==> config.mk <==
export PLATFORM = sky130hd
export DESIGN_NAME = pass_done_collector_flat
export DESIGN_NICKNAME = d
export VERILOG_FILES = /design/src/rtl/mips_cpu_pkg.sv /design/src/rtl/pass_done_ifc.sv /design/src/rtl/pass_done_fifo.sv /design/src/rtl/pass_done_collector.sv /design/src/flat_wrapper.sv
export SDC_FILE = /design/constraint.sdc
export NUM_CORES = 1
export LEC_CHECK = 0
export CAP_MARGIN = 0
export CELL_PAD_IN_SITES_DETAIL_PLACEMENT = 1
export CELL_PAD_IN_SITES_GLOBAL_PLACEMENT = 1
export CORE_AREA = 8 8 152 154
export CTS_CLUSTER_SIZE = 12
export DETAILED_ROUTE_END_ITERATION = 6
export DIE_AREA = 0 0 160 162
export GPL_TIMING_DRIVEN = 1
export PLACE_DENSITY_LB_ADDON = 0.05
export SYNTH_ARGS = -nofsm -noshare
export SYNTH_HDL_FRONTEND = slang
export SYNTH_SLANG_ARGS = --single-unit
==> constraint.sdc <==
create_clock -name clk -period 5.84 [get_ports clk]
set_input_delay 0.876 -clock clk [delete_from_list [all_inputs] [get_ports clk]]
set_output_delay 0.876 -clock clk [all_outputs]
set_load 0.01 [all_outputs]
==> src/rtl/mips_cpu_pkg.sv <==
// Shared types for the pass_done reporting path: MTC0 result codes,
// collector FSM states and the buffered report payload.
package mips_cpu_pkg;

  typedef enum logic [1:0] {
    MTC0_NOOP = 2'd0,
    MTC0_PASS = 2'd1,
    MTC0_FAIL = 2'd2,
    MTC0_DONE = 2'd3
  } MTC0Code;

  typedef enum logic [1:0] {
    COL_RUN    = 2'd0,
    COL_DRAIN  = 2'd1,
    COL_HALTED = 2'd2
  } collector_state_t;

  typedef struct packed {
    MTC0Code     code;
    logic [15:0] value;
  } pass_done_report_t;

  // Any code other than NOOP is a report worth tallying.
  function automatic logic is_report(input MTC0Code code);
    return code != MTC0_NOOP;
  endfunction

endpackage

==> src/rtl/pass_done_ifc.sv <==
// Per-cycle MTC0 result report from mips_core to the pass_done collector.
interface pass_done_ifc;
  import mips_cpu_pkg::*;

  MTC0Code     code;
  logic [15:0] value;

  modport in  (input  code, value);
  modport out (output code, value);
endinterface

==> src/rtl/pass_done_fifo.sv <==
// Synchronous report FIFO; a push into a full FIFO succeeds only alongside a pop.
module pass_done_fifo
  import mips_cpu_pkg::*;
#(
  parameter int unsigned DEPTH = 8
) (
  input  logic              clk,
  input  logic              rst_n,
  input  logic              push,
  input  pass_done_report_t push_data,
  output logic              full,
  input  logic              pop,
  output logic              empty,
  output pass_done_report_t head
);

  localparam int unsigned AW = $clog2(DEPTH);
  localparam int unsigned CW = AW + 1;

  pass_done_report_t mem [DEPTH];
  logic [AW-1:0]     wr_ptr;
  logic [AW-1:0]     rd_ptr;
  logic [CW-1:0]     count;
  logic              do_push_c;
  logic              do_pop_c;

  assign full      = count == CW'(DEPTH);
  assign empty     = count == '0;
  assign head      = mem[rd_ptr];
  assign do_pop_c  = pop && !empty;
  assign do_push_c = push && (!full || do_pop_c);

  // Pointers wrap naturally because DEPTH is a power of two.
  always_ff @(posedge clk or negedge rst_n) begin
    if (!rst_n) begin
      wr_ptr <= '0;
      rd_ptr <= '0;
      count  <= '0;
      for (int i = 0; i < int'(DEPTH); i++) mem[i] <= '0;
    end else begin
      if (do_push_c) begin
        mem[wr_ptr] <= push_data;
        wr_ptr      <= wr_ptr + AW'(1);
      end
      if (do_pop_c) rd_ptr <= rd_ptr + AW'(1);
      case ({do_push_c, do_pop_c})
        2'b10:   count <= count + CW'(1);
        2'b01:   count <= count - CW'(1);
        default: count <= count;
      endcase
    end
  end

endmodule

==> src/rtl/pass_done_collector.sv <==
// Collects MTC0 pass/fail/done reports: tallies, first-fail capture, report FIFO
// and end-of-test detection. Define PASS_DONE_TIMEOUT_EN to add the RUN watchdog.
module pass_done_collector
  import mips_cpu_pkg::*;
#(
  parameter int unsigned FIFO_DEPTH     = 8,
  parameter int unsigned CNT_W          = 16,
  parameter int unsigned TIMEOUT_CYCLES = 1000000
) (
  input  logic             clk,
  input  logic             rst_n,
  pass_done_ifc.in         pass_done,
  output logic             rpt_valid,
  input  logic             rpt_ready,
  output MTC0Code          rpt_code,
  output logic [15:0]      rpt_value,
  output logic [CNT_W-1:0] pass_count,
  output logic [CNT_W-1:0] fail_count,
  output logic [CNT_W-1:0] drop_count,
  output logic             first_fail_valid,
  output logic [15:0]      first_fail_value,
  output logic             done,
  output logic             all_passed,
  output logic             timeout
);

  localparam int unsigned TW = $clog2(TIMEOUT_CYCLES + 1);

  collector_state_t  state;
  pass_done_report_t in_rpt_c;
  pass_done_report_t head_c;
  logic              fifo_full_c;
  logic              fifo_empty_c;
  logic              accept_c;
  logic              pop_c;
  logic              push_c;
  logic              drop_c;
  logic              timeout_hit_c;

  function automatic logic [CNT_W-1:0] sat_inc(input logic [CNT_W-1:0] v);
    return (&v) ? v : v + CNT_W'(1);
  endfunction

  assign in_rpt_c.code  = pass_done.code;
  assign in_rpt_c.value = pass_done.value;
  assign accept_c       = is_report(pass_done.code) && (state != COL_HALTED);
  assign pop_c          = rpt_valid && rpt_ready;
  assign push_c         = accept_c && (!fifo_full_c || pop_c);
  assign drop_c         = accept_c && !push_c;

  assign rpt_valid  = !fifo_empty_c;
  assign rpt_code   = head_c.code;
  assign rpt_value  = head_c.value;
  assign done       = state == COL_HALTED;
  assign all_passed = done && (fail_count == '0) && (pass_count != '0) && !timeout;

  pass_done_fifo #(.DEPTH(FIFO_DEPTH)) u_fifo (
    .clk       (clk),
    .rst_n     (rst_n),
    .push      (push_c),
    .push_data (in_rpt_c),
    .full      (fifo_full_c),
    .pop       (pop_c),
    .empty     (fifo_empty_c),
    .head      (head_c)
  );

  // FSM, tallies and first-fail capture; dropped reports are still tallied.
  always_ff @(posedge clk or negedge rst_n) begin
    if (!rst_n) begin
      state            <= COL_RUN;
      pass_count       <= '0;
      fail_count       <= '0;
      drop_count       <= '0;
      first_fail_valid <= 1'b0;
      first_fail_value <= '0;
    end else begin
      if (accept_c) begin
        case (pass_done.code)
          MTC0_PASS: pass_count <= sat_inc(pass_count);
          MTC0_FAIL: begin
            fail_count <= sat_inc(fail_count);
            if (!first_fail_valid) begin
              first_fail_valid <= 1'b1;
              first_fail_value <= pass_done.value;
            end
          end
          default: ;
        endcase
      end
      if (drop_c) drop_count <= sat_inc(drop_count);

      // The DONE entry itself must leave the FIFO before halting.
      case (state)
        COL_RUN: begin
          if ((accept_c && pass_done.code == MTC0_DONE) || timeout_hit_c) state <= COL_DRAIN;
        end
        COL_DRAIN: begin
          if (fifo_empty_c && !accept_c) state <= COL_HALTED;
        end
        default: state <= COL_HALTED;
      endcase
    end
  end

`ifdef PASS_DONE_TIMEOUT_EN
  logic [TW-1:0] cyc_cnt;

  assign timeout_hit_c = (state == COL_RUN) && (cyc_cnt == TW'(TIMEOUT_CYCLES - 1));

  // Watchdog counts only while waiting for DONE.
  always_ff @(posedge clk or negedge rst_n) begin
    if (!rst_n) begin
      cyc_cnt <= '0;
      timeout <= 1'b0;
    end else begin
      if (state == COL_RUN) cyc_cnt <= cyc_cnt + TW'(1);
      if (timeout_hit_c) timeout <= 1'b1;
    end
  end
`else
  logic unused_timeout_cfg_c;

  assign unused_timeout_cfg_c = |TW'(TIMEOUT_CYCLES);
  assign timeout_hit_c        = 1'b0;
  assign timeout              = 1'b0;
`endif

endmodule

==> src/flat_wrapper.sv <==
// flat-port wrapper written by rule: the top's interface ports become plain ports
module pass_done_collector_flat import mips_cpu_pkg::*;
#(
  parameter int unsigned FIFO_DEPTH     = 8,
  parameter int unsigned CNT_W          = 16,
  parameter int unsigned TIMEOUT_CYCLES = 1000000
)
  (clk, rst_n, rpt_valid, rpt_ready, rpt_code, rpt_value, pass_count, fail_count, drop_count, first_fail_valid, first_fail_value, done, all_passed, timeout, pass_done_code, pass_done_value);
  pass_done_ifc pass_done_i ();
  input  logic clk;
  input  logic rst_n;
  output logic rpt_valid;
  input  logic rpt_ready;
  output MTC0Code rpt_code;
  output logic [15:0] rpt_value;
  output logic [CNT_W-1:0] pass_count;
  output logic [CNT_W-1:0] fail_count;
  output logic [CNT_W-1:0] drop_count;
  output logic first_fail_valid;
  output logic [15:0] first_fail_value;
  output logic done;
  output logic all_passed;
  output logic timeout;
  input wire logic [$bits(pass_done_i.code)-1:0] pass_done_code;
  input wire logic [$bits(pass_done_i.value)-1:0] pass_done_value;
  assign pass_done_i.code = pass_done_code;
  assign pass_done_i.value = pass_done_value;
  pass_done_collector #(.FIFO_DEPTH(FIFO_DEPTH), .CNT_W(CNT_W), .TIMEOUT_CYCLES(TIMEOUT_CYCLES)) u_core (.clk(clk), .rst_n(rst_n), .pass_done(pass_done_i), .rpt_valid(rpt_valid), .rpt_ready(rpt_ready), .rpt_code(rpt_code), .rpt_value(rpt_value), .pass_count(pass_count), .fail_count(fail_count), .drop_count(drop_count), .first_fail_valid(first_fail_valid), .first_fail_value(first_fail_value), .done(done), .all_passed(all_passed), .timeout(timeout));
endmodule
==> results of run 1 <==
-- through the flow --
step / cells / cell area, µm² / hold slack (ns) / setup WS (ns)
after global routing: 1112 / 12400 / 0.505 / 1.51
after global placement: 1069 / 11600 / 0.441 / 2.22
after CTS: 1112 / 12400 / 0.482 / 1.63
after floorplan: 708 / 10400 / 0.429 / 3.25
after detailed placement: 1069 / 11600 / 0.468 / 2.19
final: 1112 / 12400 / 0.439 / 1.74
-- critical path, delay by kind of cell, from the launching register on --
family / cells / cell delay (ns)
buffers and inverters: 2 / 0.93
multiplexers: 2 / 0.83
flip-flops: 1 / 0.95
-- Yosys cell counts, drive strengths merged (2+ instances only) --
library cell / count
dfrtp: 221
mux2: 184
mux4: 36
nor2: 28
xnor2: 28
nand2: 26
nand3: 21
buf: 20
xor2: 17
nand4: 14
inv: 13
nor3: 11
ha: 10
clkbuf: 8
nor4: 8
or2: 6
a21oi: 5
nand2b: 5
o21ai: 5
and4: 4
nand3b: 4
nor3b: 4
a31oi: 3
and3: 3
mux2i: 3
or4: 3
nor2b: 2
nor4b: 2
o21a: 2
or3: 2
-- state kept, by name, indices dropped and copies added, names as in the netlist --
name and flops:
u_core.drop_count 16, u_core.fail_count 16, u_core.first_fail_valid 1, u_core.first_fail_value 16, u_core.pass_count 16, u_core.state 2, u_core.u_fifo.count 4, u_core.u_fifo.mem 144
u_core.u_fifo.rd_ptr 3, u_core.u_fifo.wr_ptr 3
-- routing by layer --
layer | up-vias | GRT usage [%] | share of wire, %
li1 | 2810 | - | -
met1 | 3343 | 25.5 | 44
met2 | 107 | 33.8 | 50
met3 | 30 | 4.28 | 4.3
met4 | 0 | 3.61 | 1.4
met5 | - | 0 | 0
-- where the power goes --
group | switching, mW | internal (mW) | leakage, nW | total (mW)
Clock | 0.597 | 0.873 | 0.376 | 1.47
Sequential | 0.537 | 2.17 | 2.70 | 2.70
Combinational | 1.02 | 1.69 | 2.15 | 2.71
Total | 2.16 | 4.73 | 5.22 | 6.88
-- area by class of cell --
type / instances / area share, %
Tap cell: 275 / 2.78
Multi-Input combinational cell: 446 / 36.8
Sequential cell: 221 / 44.7
Timing Repair Buffer: 114 / 9.10
Clock buffer: 40 / 6.08
Inverter: 13 / 0.414
Clock inverter: 3 / 0.142
-- worst max-delay path by stage --
| stage | to | cells past startpoint | start |
|---|---|---|---|
| floorplan | rpt_code[1] | 4 | u_core.u_fifo.rd_ptr[0] |
| global placement | rpt_value[15] | 4 | u_core.u_fifo.rd_ptr[0] |
| detailed placement | rpt_value[15] | 4 | u_core.u_fifo.rd_ptr[0] |
| CTS | rpt_value[15] | 4 | u_core.u_fifo.rd_ptr[0] |
| global route | rpt_value[15] | 4 | u_core.u_fifo.rd_ptr[0] |
| finish | rpt_value[15] | 4 | u_core.u_fifo.rd_ptr[0] |
-- logic make-up (layout without fill, tap and decap cells) --
logic type                 count (synthesis)  count (layout)  share of synthesized area [%]
AOI/OAI and AO/OA                         23              23                           1.61
adders and majority gates                 10              10                           1.21
DFF                                      221             221                           53.4
buffers and inverters                     41             170                           2.72
other                                      1               1                         0.0362
muxes                                    223             223                           28.9
and+or+nand+nor                          144             144                           8.33
xor gates and xnor gates                  45              45                           3.81
==> summary.md, run 1 <==
For the quantity of hold-fixing buffers added after cts, the log shows 0. The largest individual stage delay along the critical path comes from the cell sky130_fd_sc_hd__dfrtp_2. The number of antenna violations at the first check in global routing is 0, and the wire length of the first global-routing pass is 41300 µm. The remaining number of nets flagged by the antenna check after routing came out at 0. Port buffering added 106 buffers. Counting distinct cell types in the post-synthesis netlist gives 59. The logs give 852 for the layout net count and 708 for the synthesized netlist cell count. Of the cells placed in the final design, the portion with a size suffix greater than 1 is 34.4%. Traced cell by cell, the critical path runs through buf_4, mux4_2, mux2_2, clkdlybuf4s50_1. The maximum clock frequency came out at 244 MHz. The number of slew-limit violations in the final report was 0. For this run, the leading register cell type out of synthesis is sky130_fd_sc_hd__dfrtp_1.

The Yosys step of the flow raised 0 warnings. At the worst endpoint, the arrival time is 3.22 ns. In the layout the commonest cells are 220 x sky130_fd_sc_hd__dfrtp_1, 164 x sky130_fd_sc_hd__mux2_2, 105 x sky130_fd_sc_hd__clkdlybuf4s50_1, 36 x sky130_fd_sc_hd__mux4_2, 28 x sky130_fd_sc_hd__xnor2_1. The half-perimeter wire length of the detailed placement result is 16100 µm, and the total count of hold-check failures in the final report is 0.

In this run the power density over the cells is 556 nW/µm². In the synthesized netlist the async set-or-reset flop fraction comes to 100%. After routing, the total negative slack on setup checks comes to 0 ns.

The count of fill cells added during filler insertion was 1991. In this run the count of I/O pins placed on the die edge is 108. Along the worst path, the maximum fanout reaches 25. The tools report the number of rows in the core area as 53. The tools report the end of the worst register-to-register path as u_core.u_fifo.count[2]. The clock-pin transition on the worst setup and hold timing paths was 0.06 ns; the number of enable-type register cells in the synthesized netlist was 0.

The die is 162 µm tall. Setup violations remaining at the end of the flow were counted as 0. For the depth of the CTS H-tree, the log shows 1.

Post-CTS repair changed the size of 0 cells. STA classifies the critical path startpoint as a register. Synthesis inferred 221 register bits.

The peak ir drop on the vdd network is 0.217 mV, and the sequential fraction of the synthesis area is 53.4%. STA classifies the critical path endpoint as an output pin. Summing all flip-flop and latch instances after layout gives 5530 µm². The TritonCTS sink count is 221, and the maximum count of clock buffers along a single path is 3.

In this run the critical register-to-register path is launched from u_core.u_fifo.count[1]. The area taken by multi-input logic gates came out at 4550 µm². The run gives 23.4% as the headroom to the max-slew limit.

The run gives 7236 as the number of global-route vias before repair. For the finished layout, the period the worst path requires is 4.10 ns. For this run, the total global-route usage over all layers was measured as 19.7%.

The starting density of the core is 50.0%. For the number of design rule violations left after detail routing, the log shows 0. Summed over its instances, the top area cell type makes up 53.4% of the synthesized netlist area. sky130_fd_sc_hd__dfrtp_1 takes more of the synthesized area than any other cell. The maximum number of pins on one net before global-route repair came out at 133. Clock skew on the completed layout was measured at 0.0129 ns. Summing every instance area after synthesis gives 10400 µm². In the post-synthesis netlist, the biggest area contributors are sky130_fd_sc_hd__dfrtp_1 53%, sky130_fd_sc_hd__mux2_2 18%, sky130_fd_sc_hd__mux4_2 7.8%, sky130_fd_sc_hd__mux2_4 2.9%, sky130_fd_sc_hd__xnor2_1 2.4%. Across all register-to-register paths, the minimum setup slack is 3.03 ns.

In this run the static leakage power is 5.22 nW. The full die area was 25900 µm²; the transition time at the pin with the least slew margin was 1.15 ns. The area growth from synthesis to layout is 19.6%. The number of cells on the worst reg-to-reg path is 10. STA puts the critical path data required time at 4.96 ns.

Vias after detailed routing: 6290. The run finished with clean final reports. The number of antenna diodes in the final layout is 0. Clock tree synthesis inserted a total of 25 buffers. In the final routed layout, each cell accounts on average for 22.4 µm.

The largest single stage delay on the critical path is 0.95 ns. The congestion estimate from routability-driven global placement came to 0.767. Using the TritonRoute via totals, the vias-per-cell ratio works out to 5.66.

Global routing finished with a remaining overflow of 0. Max-cap violations in this run came to 0. The x dimension of the die was 160 µm. Utilization after layout: 59.8%. Leaving out fill and tap cells, the most frequent cell in the layout is sky130_fd_sc_hd__dfrtp_1.

Post-CTS timing repair inserted 0 buffers for setup. The root cell of the clock tree was sky130_fd_sc_hd__clkbuf_16. The final cycle utilization of the critical path was 70.2%; the placeable core area was 20700 µm².

The logs give 25000 µm for the sum of routed wire length over all layers and 4 for the number of optimization iterations in the first detailed-route pass. Setup repair after global routing left no endpoint under its margin. The worst setup path is of the reg2out kind. The logs give 739 for the synthesized net count and 0.51 ns for the clock latency reported for the late side of the worst-skew pair. TritonCTS built the clock tree. The type of the most critical hold path was in2async. Overall power consumption after layout is estimated at 6.88 mW.

The detailed router finished its first iteration with 272 violations. Each instance of the synthesized netlist takes up on average 14.6 µm².
Power figures use the tool's default switching activity.
==> run 2: changes to the inputs <==
Settings changed: CORE_AREA 8 8 152 154 to 8 8 165 167, DIE_AREA 0 0 160 162 to 0 0 173 175.
Clock period 5.84 ns to 3.5 ns, I/O delays scaled along.
==> summary.md, run 2 (synthesis gave the netlist of run 1 again) <==
The peak ir drop on the vdd network was 0.416 mV (+92%). The tools report the kind of start point of the critical path as a register. The TritonCTS sink count was 221 (unchanged).

The maximum fanout encountered on the critical timing path is 14 (-44%). The maximum number of pins on one net before global-route repair is 106 (-20%). The flow ran to the end, and the final reports show no timing, DRC or antenna violations. The utilization after layout was 51.1% (-8.7 points); the clock-pin transition on the worst setup and hold timing paths was 0.06 ns (about the same). The number of design rule violations left after detail routing was 0 (unchanged); the number of violations of the max-capacitance limit was 0 (unchanged).

The number of buffers added on ports is 106 (unchanged). The logs give 0.0160 ns (+0.00307 ns) for the setup skew after layout and 42.0% (-8.1 points) for the starting density of the core. The cell leakage power is 5.31 nW (+1.7%), and the least setup slack across all paths after layout is 0.210 ns (-1.53 ns). The total setup violations reported at the end of the flow is 0 (unchanged). For the full die area, the log shows 30300 µm² (+17%). By startpoint and endpoint, the worst setup path is classified as reg2out. The sum of overflow across all layers after global routing was 0 (unchanged); the number of gates resized after CTS was 0 (unchanged). Reg2reg setup slack: 0.69 ns (-2.34 ns).

Element type at the critical path end: an output pin. The depth of the CTS H-tree is 1 (unchanged). The startpoint identified for the worst register-to-register timing path is u_core.u_fifo.count[1]. The endpoint identified for the worst register-to-register timing path is u_core.u_fifo.count[2]. Setup fix buffers added after clock tree synthesis: 0 (unchanged).

The run gives 0 (unchanged) as the remaining number of nets flagged by the antenna check after routing. The global-route usage over all layers is 16.8% (-2.9 points), and the vias after detailed routing is 6305 (+0.24%). The number of slew-limit violations in the final report came out at 0 (unchanged).

The final-layout setup total negative slack was 0 ns (unchanged); the final cycle utilization of the critical path was 94.0%. Headroom to the max-slew limit: 32.1% (+8.8 points). The average via count per standard cell came out at 5.35 (-5.5%). The number of flip-flops under the largest register name works out to 144 (unchanged). The data required time of the critical path was 2.97 ns (-1.99 ns); the power density over the cells was 924 nW/µm² (+66%). For the number of optimization iterations in the first detailed-route pass, the log shows 6 (+2). The root cell of the clock tree was sky130_fd_sc_hd__clkbuf_16. The final-layout worst hold slack is 0.460 ns (+0.0209 ns).

The routability congestion estimate was 0.780 (+1.6%). Most common cell after layout, fill and taps aside: sky130_fd_sc_hd__dfrtp_1. The tools report the layout net count as 861 (+1.1%). For the number of global-route vias before repair, the log shows 7408 (+2.4%).

Ratio of cells with drive above 1 in the final layout: 35.2% (+0.81 points). Leaving out fill and tap cells, the most frequent cells in the layout are 220 x sky130_fd_sc_hd__dfrtp_1, 164 x sky130_fd_sc_hd__mux2_2, 105 x sky130_fd_sc_hd__clkdlybuf4s50_1, 36 x sky130_fd_sc_hd__mux4_2, 28 x sky130_fd_sc_hd__xnor2_1. The area growth from synthesis to layout is 21.9%. The count of routing violations after the opening detailed-route iteration is 286 (+5.1%). TritonCTS built the clock tree. The sum of routed wire length over all layers is 25000 µm (+0.22%), and the placeable core area is 24700 µm² (+19%).

The tools report the maximum clock frequency as 304 MHz. The register ranked first by flip-flop count was u_core.u_fifo.mem. Transition time at the pin with the least slew margin: 1.01 ns (-0.141 ns). The count of fill cells added during filler insertion was 2439 (+23%). The type of the most critical hold path is in2async.

The clock latency reported for the late side of the worst-skew pair is 0.52 ns (about the same), and the endpoint arrival time on the critical path is 2.76 ns (-0.46 ns). The antenna diode count was 0 (unchanged); the TritonCTS buffer count was 25 (unchanged). The logs give 11.7 mW (+69%) for the power consumption and 12600 µm² (+1.9%) for the post-layout instance area. The mean routed wirelength per cell was 21.2 µm (-5.5%).

For the maximum count of clock buffers along a single path, the log shows 3 (unchanged). The final standard cell count with taps included and fillers excluded is 1179 (+6.0%), and the post-placement worst setup slack is 0.629 ns (-1.56 ns). The total count of hold-check failures in the final report is 0 (unchanged), and the chip height is 175 µm (+8.0%). The run gives 16200 µm (+0.44%) as the half-perimeter wire length of the detailed placement result.

The quantity of hold-fixing buffers added after cts came out at 1 (+1). The number of antenna violations at the first check in global routing is 0 (unchanged), and the wire length of the first global-routing pass is 41600 µm (+0.88%). Setup repair after global routing left no endpoint under its margin. The depth of the worst register-to-register path came out at 10 (unchanged). For the area after detailed placement, the log shows 11800 µm² (+1.5%).

The x dimension of the die is 173 µm (+8.1%), and the I/O pin count is 108 (unchanged). The number of instances in the placed design was 1132 (+5.9%); the clock period minus final worst setup slack was 3.29 ns. Number of rows in the core area: 58 (+9.4%).
-- run 2: worst max-delay path by stage --
stage                             from                endpoint  cells past startpoint
6_report       u_core.u_fifo.rd_ptr[0]             rpt_code[0]                      4
5_1_grt           u_core.fail_count[0]              all_passed                      7
4_1_cts        u_core.u_fifo.rd_ptr[0]             rpt_code[0]                      4
3_5_place_dp                 rpt_ready  u_core.u_fifo.count[2]                     11
3_3_place_gp                 rpt_ready  u_core.u_fifo.count[2]                     11
2_1_floorplan   u_core.u_fifo.count[1]  u_core.u_fifo.count[2]                     10
-- run 2: per-layer routing --
metal / wire length, µm / global-route usage (%)
met1: 10800 / 21.3
met2: 12500 / 28.8
met3: 1130 / 3.45
met4: 503 / 4.53
met5: 0 / 0
-- run 2: area by class of cell --
cell class                 count  area [µm²]  area share, %
sequential                   221        5530           43.8
multi-input combinational    446        4550           36.1
timing repair buffer         123        1250           9.88
clock buffer                  38         724           5.74
tap                          330         413           3.27
clock inverter                 8        96.3          0.764
inverter                      13        51.3          0.407
-- run 2: power breakdown --
group          switching (mW)  internal [mW]
registers               0.754           3.62
logic                    1.80           2.88
clock network            1.04           1.57
-- run 2: worst max-delay path: stages, from the launching register on --
cell and delay, ns:
sky130_fd_sc_hd__dfrtp_2 0.67, sky130_fd_sc_hd__buf_12 0.25, sky130_fd_sc_hd__mux4_2 0.51, sky130_fd_sc_hd__mux2_2 0.29
sky130_fd_sc_hd__clkdlybuf4s50_1 0.53
